--- config.mk ---
export PLATFORM = sky130hd
export DESIGN_NAME = quad_encoder_cnt
export DESIGN_NICKNAME = d
export VERILOG_FILES = /design/src/rtl/quad_encoder_cnt.sv
export SDC_FILE = /design/constraint.sdc
export NUM_CORES = 1
export LEC_CHECK = 0
export CAP_MARGIN = 20
export CORE_MARGIN = 4
export CORE_UTILIZATION = 56
export CTS_CLUSTER_DIAMETER = 50
export DETAILED_ROUTE_END_ITERATION = 16
export PLACE_DENSITY = 0.81
export SLEW_MARGIN = 25
export SYNTH_ARGS = -nofsm -noshare
export SYNTH_HDL_FRONTEND = slang
export SYNTH_HIERARCHICAL = 1
export SYNTH_SLANG_ARGS = --single-unit
--- constraint.sdc ---
create_clock -name clk -period 5 [get_ports clk]
set_input_delay 0.5 -clock clk [delete_from_list [all_inputs] [get_ports clk]]
set_output_delay 0.5 -clock clk [all_outputs]
set_load 0.05 [all_outputs]
--- src/rtl/quad_encoder_cnt.sv ---
// Quadrature encoder front end: 2-FF sync, optional glitch filter (QENC_FILTER_EN),
// x4 decode into a wrapping 32-bit position count with direction and illegal-step count.

module qenc_chan #(
  parameter int FILTER_LEN = 4
) (
  input  logic clk,
  input  logic rst,
  input  logic pin,
  input  logic load,
  output logic lvl_s,
  output logic lvl_f
);
  logic meta;

  always_ff @(posedge clk) begin
    if (rst) begin
      meta  <= 1'b0;
      lvl_s <= 1'b0;
    end else begin
      meta  <= pin;
      lvl_s <= meta;
    end
  end

`ifdef QENC_FILTER_EN
  logic [7:0] flt_cnt;

  // A new level is accepted only after FILTER_LEN consecutive differing samples.
  always_ff @(posedge clk) begin
    if (rst) begin
      flt_cnt <= '0;
      lvl_f   <= 1'b0;
    end else if (load) begin
      flt_cnt <= '0;
      lvl_f   <= lvl_s;
    end else if (lvl_s == lvl_f) begin
      flt_cnt <= '0;
    end else if (flt_cnt == 8'(FILTER_LEN - 1)) begin
      flt_cnt <= '0;
      lvl_f   <= lvl_s;
    end else begin
      flt_cnt <= flt_cnt + 8'd1;
    end
  end
`else
  logic load_unused;
  assign load_unused = load;
  assign lvl_f       = lvl_s;
`endif
endmodule

module quad_encoder_cnt #(
  parameter int FILTER_LEN = 4,
  parameter int DIR_INVERT = 0
) (
  input  logic        clk,
  input  logic        rst,
  input  logic        enc_a,
  input  logic        enc_b,
  input  logic        cnt_clr,
  output logic [31:0] rot_cnt,
  output logic        dir,
  output logic [15:0] err_cnt,
  output logic        run
);
  localparam logic [0:0] STT_INIT = 1'b0;
  localparam logic [0:0] STT_RUN  = 1'b1;
`ifdef QENC_FILTER_EN
  localparam int INIT_CYC = FILTER_LEN + 2;
`else
  localparam int INIT_CYC = 2;
`endif
  localparam bit INV = (DIR_INVERT != 0);

  logic [0:0] state;
  logic [8:0] init_cnt;
  logic       load;
  logic [1:0] pins, ab_s, ab_f, prev_ab;
  logic [1:0] pos_prev, pos_cur, pos_diff;
  logic       step_fwd, step_rev, step_bad, step_up;

  assign pins = {enc_a, enc_b};
  // INIT settles for INIT_CYC cycles, then seeds filter and history on the next edge
  // so the synchronizers already hold the real pin levels.
  assign load = (state == STT_INIT) && (init_cnt == 9'(INIT_CYC));

  for (genvar g = 0; g < 2; g++) begin : g_chan
    qenc_chan #(.FILTER_LEN(FILTER_LEN)) u_chan (
      .clk   (clk),
      .rst   (rst),
      .pin   (pins[g]),
      .load  (load),
      .lvl_s (ab_s[g]),
      .lvl_f (ab_f[g])
    );
  end

  // Map {A,B} onto a 2-bit phase (00->0, 10->1, 11->2, 01->3); phase delta gives the step.
  assign pos_prev = {prev_ab[0], ^prev_ab};
  assign pos_cur  = {ab_f[0], ^ab_f};
  assign pos_diff = pos_cur - pos_prev;
  assign step_fwd = (state == STT_RUN) && (pos_diff == 2'd1);
  assign step_rev = (state == STT_RUN) && (pos_diff == 2'd3);
  assign step_bad = (state == STT_RUN) && (pos_diff == 2'd2);
  assign step_up  = step_fwd ^ INV;

  always_ff @(posedge clk) begin
    if (rst) begin
      state    <= STT_INIT;
      init_cnt <= '0;
      prev_ab  <= '0;
      run      <= 1'b0;
      rot_cnt  <= '0;
      dir      <= 1'b0;
      err_cnt  <= '0;
    end else begin
      case (state)
        STT_INIT: begin
          if (load) begin
            state   <= STT_RUN;
            run     <= 1'b1;
            prev_ab <= ab_s;
          end else begin
            init_cnt <= init_cnt + 9'd1;
          end
        end
        default: prev_ab <= ab_f;
      endcase

      if (step_fwd || step_rev) dir <= step_up;

      // Clear wins over a coincident step; history above still advances.
      if (cnt_clr) begin
        rot_cnt <= '0;
        err_cnt <= '0;
      end else begin
        if (step_fwd || step_rev) rot_cnt <= step_up ? rot_cnt + 32'd1 : rot_cnt - 32'd1;
        if (step_bad && (err_cnt != 16'hFFFF)) err_cnt <= err_cnt + 16'd1;
      end
    end
  end
endmodule
After elaboration in Yosys (flattened, before gate mapping)
Index checks and enable logic that the tools add are counted.
Word-level totals
  register bits: 66
  input bits: 5
  output and inout bits: 50
Cells by class
  add/sub/neg operators: 5
  eq/ne operators: 5
  muxes and demuxes: 5
  bitwise operators: 2
  reduce and logical (&&, ||, !) cells: 12
Operators by type and width (number)
  adder 32 x 1 -> 32 bit, second input constant: 1
  2-to-1 mux 32 bit: 1
  subtractor 32 x 1 -> 32 bit, second input constant: 1
  adder 16 x 1 -> 16 bit, second input constant: 1
  inequality test 16 bit, second input constant: 1
  adder 9 x 1 -> 9 bit, second input constant: 1
  equality test 9 x 2 -> 1 bit, second input constant: 1
  logical AND 1 bit: 5
  equality test 2 bit, second input constant: 2
  2-to-1 mux 2 bit: 2
  AND reduction 2 bit: 2
  parity 2 bit: 2
  equality test 2 x 1 -> 1 bit, second input constant: 1
  2-to-1 mux 1 bit: 2
  inverter 1 bit: 2
  nonzero test 2 bit: 1
  OR reduction 2 bit: 1
  subtractor 2 bit: 1
  logical OR 1 bit: 1

Longest topological paths before layout
Gate-level depths: netlist of the first run.
  depth in word-level cells: 5
  gate-level depth with buffers: 16
  depth with buffers taken out: 15

Modules after synthesis
The synthesis of the first run kept the hierarchy.
By module, submodules not included
  quad_encoder_cnt: instances 1, cells an instance 539, area an instance 4181.5 µm²
  qenc_chan: instances 2, cells an instance 5, area an instance 60.1 µm²

Least setup slack after synthesis of the first run
OpenSTA, ideal clock, no wires.
  path type: register to register
  from: reg g_chan[0].u_chan.lvl_s
  to: reg rot_cnt[31]
  library setup time: 128 ps
  arrival: 3720 ps
  data required time: 4872 ps
  path slack: 1152 ps
  cell stages (with the launch flop): 17
  path through: dfxtp_1 -> xnor2_1 -> ha_1 -> nand2b_1 -> clkbuf_1 -> nor2_1 -> inv_1 -> ha_1 -> clkbuf_1 -> nand4_1 -> nor4_1 -> a32o_1 -> a21oi_1 -> a41oi_1 -> mux2i_1 -> xor2_1 -> nor2_1
Between the ends
  cells in the longest elaborated chain, start to end: 5
  elaborated cells between the ends (all ways): 8
RTL lines
  from (decl): line 11  | output logic lvl_s,
  from (signal assigned): line 22  | lvl_s <= meta;
  parity 2 bit: line 101  | assign pos_cur = {ab_f[0], ^ab_f};
  subtractor 2 bit (*): line 102  | assign pos_diff = pos_cur - pos_prev;
  equality test 2 x 1 -> 1 bit (*): line 103  | assign step_fwd = (state == STT_RUN) && (pos_diff == 2'd1);
  logical AND 1 bit (*): line 103
  named net step_fwd: line 81  | logic step_fwd, step_rev, step_bad, step_up;
  2-to-1 mux 32 bit or logical OR 1 bit (tied branches): line 138  | if (step_fwd || step_rev) rot_cnt <= step_up ? rot_cnt + 32'd1 : rot_cnt - 32'd1;
  to (signal assigned): line 138
  to (decl): line 62  | output logic [31:0] rot_cnt,
Mark *: on every way through the listed nets, which the timed path passes. The rest lies on a longest branch.
A chain may end at the register's enable or synchronous reset.

Final worst setup path of the first run
Ends and elaborated chain as after synthesis.

==> impl_metrics.csv, run 1 <==
group,metric,value,unit
clocking,worst_skew_pair_latency,350,ps
worst_setup_path,cp_max_fo,33,
placed_design,post_dp_cell_area,4890,um2
worst_setup_path,critical_path.startpoint,"g_chan[0].u_chan/lvl_f",
sta,hold_slack,437,ps
drt,initialDrtViolationCount,210,
global_route,congestion_overflow_gr,0,
die,die_width,95.6,um
synthesis,yosys.area.top_type_share,0.307,
power,pwr_density_cell,359,nW/um2
clocking,cts_tree,"done",
power,vdd_ir_drop_max,195,uV
worst_setup_path,critical_path_start_end_classification,"reg -> reg",
sta,max_clock_skew,8.97,ps
clocking,clock_transition_at_path_regs,80,ps
flow_run,cap_violations,0,
sta,fmax,249,MHz
die,initial_util,0.584,
placed_design,port_buffers,54,
global_route,grt_start_max_net_pins,40,
drt,vias,4086,
synthesis,netlist-cell-type-count,56,
worst_setup_path,critPathMaxStageDelay,550,ps
layout,filler_cell_count,626,
power,report.power.total,0.00183,W
synthesis,yosys-top-cells-count,"72 x sky130_fd_sc_hd__nand2_1, 66 x sky130_fd_sc_hd__dfxtp_1, 62 x sky130_fd_sc_hd__nor2_1, 57 x sky130_fd_sc_hd__a21oi_1, 37 x sky130_fd_sc_hd__ha_1",
worst_setup_path,path_cells,"xnor2_1 > ha_1 > nand2b_1 > nor2_1 > inv_2 > ha_1 > and4_1 > o2111ai_1 > o22ai_1 > a21oi_1 > a41oi_1 > mux2i_1 > xor2_1 > nor2_1",
synthesis,synthFlopType,"sky130_fd_sc_hd__dfxtp_1",
die,placement_rows,31,
global_route,gr-usage-met2,0.410,
clocking,cts_inserted_buffers,9,
layout,drive_gt1_frac,0.0435,
sta,finalWorstPathRequiredPeriod,4020,ps
sta,fin_tns_setup,0,ps
synthesis,post_synth_inst_count,549,
die,floorplan.die.height,95.6,um
worst_setup_path,critPathRequiredTime,5210,ps
layout,post-route-cell-area,5110,um2
clocking,ctsHoldBuffers,0,
clocking,postCtsSetupRepairBufs,0,
global_route,first_global_vias,3892,
worst_setup_path,cell_class_contributing_the_biggest_share_of_worst_path_delay,"adder cells",
worst_setup_path,worst_path_max_delay_cell,"sky130_fd_sc_hd__ha_1",
layout,layout-area-overhead-vs-synth,18.9,%
synthesis,async_reset_ff_frac,0,
synthesis,synth_area_leaders,"sky130_fd_sc_hd__dfxtp_1 31%, sky130_fd_sc_hd__ha_1 11%, sky130_fd_sc_hd__a21oi_1 6.6%, sky130_fd_sc_hd__nand2_1 6.3%, sky130_fd_sc_hd__nor2_1 5.4%",
synthesis,synth_enable_flop_cells,0,
synthesis,synth_top_area_cell,"sky130_fd_sc_hd__dfxtp_1",
global_route,track_usage,0.243,
global_route,layer_carrying_the_most_global_route_usage,"met2",
sta,report.final.setup_viol,0,
drt,drcViolationCount,0,
clocking,htree_levels,3,
drt,routedWlPerCell,15.2,um
layout,multi_input_comb_area,2830,um2
synthesis,post-synth-top-count-cell,"sky130_fd_sc_hd__nand2_1",
synthesis,synth_area_per_cell,7.84,um2
sta,hold_viol,0,
clocking,clk_path_buf_depth,2,
sta,min_period_over_period,0.803,
layout,seqCellArea,1320,um2
layout,num_antenna_cells,0,
synthesis,synthesis.yosys.warnings,6,
synthesis,synth-seq-cells,66,
global_route,global_route.usage.met1,0.302,
synthesis,ys_seq_area_frac,0.307,
worst_hold_path,holdCritStartpoint,"g_chan[0].u_chan/meta",
layout,finish.net_count,636,
drt,totalWireLength,10.6,mm
worst_setup_path,cp.buffers_inverters,1,
worst_hold_path,hold_removal_path_class,"reg -> reg",
clocking,clock-sinks,66,
worst_setup_path,crit_arrival,4230,ps
drt,dr.pass1.iters,4,
clocking,clock_tree.root_cell,"sky130_fd_sc_hd__clkbuf_8",
worst_setup_path,critPathLaunchType,"flop",
die,die_area,9150,um2
synthesis,syn-num-nets,592,
die,i_o_pin_cnt,55,
global_route,grt_util_met3,0.0521,
power,leakagePower,2.09,nW
worst_setup_path,setup.worst_path.end_class,"flop",
placed_design,place.detailed.hpwl,7.61,mm
global_route,grt_first_pass_wirelength,17.7,mm
drt,detail_route.vias_per_cell,5.86,
die,placeableCoreArea,7370,um2
worst_setup_path,worst_r2r_startpoint,"g_chan[0].u_chan/lvl_f",
sta,slew-limit-headroom,0.315,
outcome,outcome,"finished clean",
global_route,number_of_antenna_violations_at_the_first_check_in_global_routing,0,
synthesis,syn_area,4300,um2
drt,ant_nets,0,
sta,drv_slew,0,
sta,worstMarginPinSlew,1020,ps
sta,rsz0062_at_grt,"false",
clocking,postCtsResizedCells,0,
placed_design,gpl.final_weighted_congestion,0.922,
[final timing paths]
kind	endpoint	slack, ps	cells after the start
worst min-delay path	g_chan[0].u_chan/lvl_f	440	1
worst max-delay path	rot_cnt[31]	980	14
worst min register to register	g_chan[0].u_chan/lvl_f	440	1
worst max register to register	rot_cnt[31]	980	14
[kinds of logic after synthesis]
kind of cell             synth area share
AND/OR/NAND/NOR                     0.230
AO/OA/AOI/OAI                       0.207
flip-flops                          0.307
XOR/XNOR                           0.0937
buffers and inverters              0.0361
adder cells (fa/ha/maj)             0.112
multiplexers                       0.0140
[layout by cell type, fill, tap and decap left out, types with 2 or more instances in the layout]
cell type                         synthesis  layout
sky130_fd_sc_hd__a2111oi_0                2       2
sky130_fd_sc_hd__a211oi_1                 3       3
sky130_fd_sc_hd__a21o_1                  11      11
sky130_fd_sc_hd__a21oi_1                 57      57
sky130_fd_sc_hd__a31oi_1                  5       5
sky130_fd_sc_hd__and3_1                   8       8
sky130_fd_sc_hd__and4_1                   3       3
sky130_fd_sc_hd__buf_4                    2       2
sky130_fd_sc_hd__bufinv_16                0       2
sky130_fd_sc_hd__clkbuf_8                 0      10
sky130_fd_sc_hd__clkdlybuf4s50_1          0      54
sky130_fd_sc_hd__clkinv_4                 0       2
sky130_fd_sc_hd__dfxtp_1                 66      66
sky130_fd_sc_hd__ha_1                    37      37
sky130_fd_sc_hd__inv_1                   16      15
sky130_fd_sc_hd__mux2i_1                  6       6
sky130_fd_sc_hd__nand2_1                 72      72
sky130_fd_sc_hd__nand2b_1                 3       3
sky130_fd_sc_hd__nand3_1                 17      17
sky130_fd_sc_hd__nand4_1                 14      14
sky130_fd_sc_hd__nor2_1                  62      62
sky130_fd_sc_hd__nor2b_1                 11      11
sky130_fd_sc_hd__nor3_1                   9       9
sky130_fd_sc_hd__nor4_1                   4       4
sky130_fd_sc_hd__o211ai_1                 5       5
sky130_fd_sc_hd__o21a_1                   5       5
sky130_fd_sc_hd__o21ai_0                 20      20
sky130_fd_sc_hd__o21ai_1                  6       6
sky130_fd_sc_hd__o21bai_1                 5       5
sky130_fd_sc_hd__o41a_1                   2       2
sky130_fd_sc_hd__or3_1                    7       7
sky130_fd_sc_hd__xnor2_1                 25      25
sky130_fd_sc_hd__xor2_1                  21      21
[metrics by stage]
stage,worst slack [ps],utilization,std cells
2_1_floorplan,1150,-,549
3_3_place_gp,795,0.663,681
3_5_place_dp,1010,0.663,681
4_1_cts,989,0.694,697
5_1_grt,621,0.694,697
6_report,984,0.694,697
[metal layers]
| metal | vias up | part of all wire |
|---|---|---|
| met3 | 10 | 0.064 |
| met5 | - | 0 |
| met2 | 133 | 0.49 |
| li1 | 2037 | - |
| met4 | 0 | 0.013 |
| met1 | 1906 | 0.44 |
[registers in the layout, indices dropped and copies added, names as in the netlist]
name / count
rot_cnt: 32
err_cnt: 16
init_cnt: 9
g_chan.u_chan/lvl_f: 2
g_chan.u_chan/meta: 2
prev_ab: 2
dir: 1
run: 1
state: 1
[where the power goes]
part           total [W]  switching [W]  leakage, nW  internal, W
logic           0.000732       0.000440         1.44     0.000292
registers       0.000580      0.0000272        0.534     0.000553
clock network   0.000521       0.000223        0.114     0.000298
total            0.00183       0.000691         2.09      0.00114
[final cells by class]
cell class	instances	area share
Inverter	16	0.0117
Timing Repair Buffer	56	0.109
Clock buffer	11	0.0276
Sequential cell	66	0.258
Multi-Input combinational cell	444	0.552
Tap cell	99	0.0242
Clock inverter	5	0.0169
Note: power is estimated with default switching activity, not from simulation.
==> run 2: changes to the inputs <==
--- a/config.mk
+++ b/config.mk
@@ -7,10 +7,10 @@
 export LEC_CHECK = 0
 export CAP_MARGIN = 20
 export CORE_MARGIN = 4
-export CORE_UTILIZATION = 56
+export CORE_UTILIZATION = 51
 export CTS_CLUSTER_DIAMETER = 50
 export DETAILED_ROUTE_END_ITERATION = 16
-export PLACE_DENSITY = 0.81
+export PLACE_DENSITY = 0.77
 export SLEW_MARGIN = 25
 export SYNTH_ARGS = -nofsm -noshare
 export SYNTH_HDL_FRONTEND = slang
==> constraint.sdc (replaced) <==
create_clock -name clk -period 3.4 [get_ports clk]
set_input_delay 0.34 -clock clk [delete_from_list [all_inputs] [get_ports clk]]
set_output_delay 0.34 -clock clk [all_outputs]
set_load 0.05 [all_outputs]
==> run 2 against run 1 <==
Compared with the run above: the flow now finishes with violations (negative setup slack); via count grew 5.4%; core utilization grew 0.45 points; non-clock buffer count grew 34; clock-buffer cell count shrank 1; sequential cell count is the same; cell count grew 5.7%; critical path type unchanged.
==> impl_metrics.csv, run 2 (synthesis gave the netlist of run 1 again) <==
group,metric,value,unit
worst_setup_path,reg2reg_slack,-40,ps
sta,report.final.setup_viol,2,
outcome,failed_checks,"negative setup slack",
worst_setup_path,critPathRequiredTime,3630,ps
placed_design,post_dp_cell_area,5260,um2
worst_setup_path,worst_r2r_startpoint,"prev_ab[1]",
power,cellInternalPower,0.00178,W
clocking,cts_inserted_buffers,9,
sta,finalWorstPathRequiredPeriod,3440,ps
clocking,clock_transition_at_path_regs,80,ps
sta,rsz0062_at_grt,"true",
drt,ant_nets,0,
layout,post-route-cell-area,5740,um2
sta,drv_slew,0,
worst_hold_path,hold_removal_path_class,"reg -> reg",
worst_hold_path,worstHoldPathCells,1,
outcome,outcome,"finished with violations",
power,leakagePower,2.33,nW
global_route,congestion_overflow_gr,0,
die,placement_rows,33,
clocking,clock_tree.root_cell,"sky130_fd_sc_hd__clkbuf_8",
power,power.combinational.fraction,0.466,
sta,worstMarginPinSlew,655,ps
placed_design,place.detailed.hpwl,8.21,mm
worst_setup_path,worst-r2r-cell-count,16,
power,power.switching_fraction,0.397,
worst_hold_path,holdCritStartpoint,"g_chan[1].u_chan/meta",
sta,fmax,291,MHz
layout,regMostFlops,"rot_cnt",
flow_run,cap_violations,0,
clocking,clk_path_buf_depth,2,
placed_design,port_buffers,54,
die,die_width,99.8,um
power,power.switching,0.00117,W
worst_setup_path,ff_to_ff_end,"rot_cnt[31]",
sta,fin_ws,-40.5,ps
power,vdd_ir_drop_max,401,uV
worst_setup_path,critical_path_start_end_classification,"reg -> reg",
sta,hold_viol,0,
drt,wirelength_met1,5.17,mm
worst_setup_path,crit_arrival,3670,ps
drt,initialDrtViolationCount,170,
global_route,first_global_vias,4115,
sta,min_period_over_period,1.01,
layout,layout-area-overhead-vs-synth,33.4,%
power,clock_power_share,0.244,
worst_setup_path,setup.worst_path.end_class,"flop",
clocking,htree_levels,3,
drt,totalWireLength,11.9,mm
power,power_frac_seq,0.289,
global_route,track_usage,0.238,
drt,routedWlPerCell,16.1,um
sta,hold_slack,443,ps
worst_hold_path,min_to,"g_chan[1].u_chan/lvl_f",
worst_setup_path,cp_max_fo,12,
layout,commonest_non_fill_non_tap_cell_in_the_layout,"sky130_fd_sc_hd__nand2_1",
layout,finish.net_count,670,
drt,vias,4308,
global_route,number_of_antenna_violations_at_the_first_check_in_global_routing,0,
layout,drive_gt1_frac,0.176,
global_route,grt_start_max_net_pins,36,
clocking,worst_skew_pair_latency,350,ps
clocking,cts_tree,"done",
sta,slew-limit-headroom,0.562,
layout,most-common-layout-cells,"70 x sky130_fd_sc_hd__nand2_1, 62 x sky130_fd_sc_hd__dfxtp_1, 60 x sky130_fd_sc_hd__nor2_1",
drt,drcViolationCount,0,
worst_setup_path,critPathLaunchType,"flop",
drt,met3WireLength,631,um
clocking,clock-sinks,66,
placed_design,gpl.final_weighted_congestion,1.01,
drt,detail_route.vias_per_cell,5.85,
die,i_o_pin_cnt,55,
global_route,grt_first_pass_wirelength,19.4,mm
drt,dr.pass1.iters,7,
drt,top_layer,"met4",
die,placeableCoreArea,8220,um2
sta,max_clock_skew,10.8,ps
die,initial_util,0.524,
layout,num_antenna_cells,0,
die,die_area,9970,um2
drt,dr_wl_met2,5.83,mm
layout,largest_register_ff_count,32,
die,floorplan.die.height,99.8,um
power,pwr_density_cell,513,nW/um2
layout,layout_top_registers,"rot_cnt: 32 flops, err_cnt: 16 flops, init_cnt: 9 flops",
==> run 2: cell types whose count changed in the layout (fill, tap and decap cells not counted), moves of 3 or more <==
cell	delta
sky130_fd_sc_hd__dfxtp_2	+4
sky130_fd_sc_hd__buf_4	+31
sky130_fd_sc_hd__a21oi_2	+6
sky130_fd_sc_hd__ha_1	-16
sky130_fd_sc_hd__ha_2	+5
sky130_fd_sc_hd__dfxtp_1	-4
sky130_fd_sc_hd__a21oi_1	-7
sky130_fd_sc_hd__xnor2_2	+3
sky130_fd_sc_hd__ha_4	+11
sky130_fd_sc_hd__xnor2_1	-3
==> run 2: worst max-delay path, stage by stage (launching register included) <==
cell	delay [ps]
sky130_fd_sc_hd__dfxtp_2	330
sky130_fd_sc_hd__xor2_1	160
sky130_fd_sc_hd__ha_2	180
sky130_fd_sc_hd__xnor2_2	140
sky130_fd_sc_hd__xnor2_2	160
sky130_fd_sc_hd__nor2_4	160
sky130_fd_sc_hd__clkinvlp_4	180
sky130_fd_sc_hd__buf_4	250
sky130_fd_sc_hd__ha_4	340
sky130_fd_sc_hd__nand4_1	200
sky130_fd_sc_hd__nor4_2	390
sky130_fd_sc_hd__a32o_1	170
sky130_fd_sc_hd__a21oi_1	60
sky130_fd_sc_hd__a41oi_2	160
sky130_fd_sc_hd__mux2i_1	230
sky130_fd_sc_hd__xor2_1	160
sky130_fd_sc_hd__nor2_1	50
==> run 2: cell type report <==
| type | count | area, um2 |
|---|---|---|
| Clock buffer | 10 | 138 |
| Clock inverter | 6 | 72.6 |
| Fill cell | 686 | 2480 |
| Inverter | 16 | 63.8 |
| Multi-Input combinational cell | 444 | 3160 |
| Sequential cell | 66 | 1330 |
| Tap cell | 105 | 131 |
| Timing Repair Buffer | 90 | 845 |
==> run 2: how the worst max path moves through the flow <==
stage,depth (start not counted),end,startpoint
finish,16,rot_cnt[31],prev_ab[1]
CTS,17,rot_cnt[24],prev_ab[1]
global placement,16,rot_cnt[25],g_chan[1].u_chan/lvl_f
global route,16,rot_cnt[31],prev_ab[0]
detailed placement,16,rot_cnt[25],g_chan[1].u_chan/lvl_f
floorplan,15,rot_cnt[17],g_chan[0].u_chan/lvl_f
==> run 2: metrics by stage <==
stage	std cells	util	power, W	setup slack [ps]	setup TNS (ps)
after CTS	733	0.676	0.00283	1.13	0
after global routing	737	0.698	0.00312	-212	-1500
final	737	0.698	0.00295	-40.5	-71.0
after detailed placement	715	0.641	0.00207	-68.7	-207
after global placement	715	0.641	0.00205	63.0	0
after floorplan	549	-	0.00175	-383	-3960
==> run 2: repair_timing <==
item / 4_1_cts / 5_1_grt
cloned: 0 / 1
gates resized for setup: 12 / 32
setup buffers: 2 / 3
setup endpoints to repair: 6 / 21
pin swaps: 4 / 14
hold buffers: 0 / 0
==> run 2: layer usage <==
layer | vias up | track usage
li1 | 2102 | -
met1 | 2031 | 0.312
met2 | 148 | 0.398
met3 | 27 | 0.0327
met4 | 0 | 0.0872
met5 | - | 0
==> run 2: power by group through the flow <==
stage	Clock, W	Sequential (W)	Combinational (W)
final	0.000720	0.000852	0.00137
after global routing	0.000773	0.000860	0.00149
after CTS	0.000732	0.000852	0.00125
after detailed placement	0	0.000869	0.00120
after global placement	0	0.000866	0.00119
after floorplan	0	0.000927	0.000820
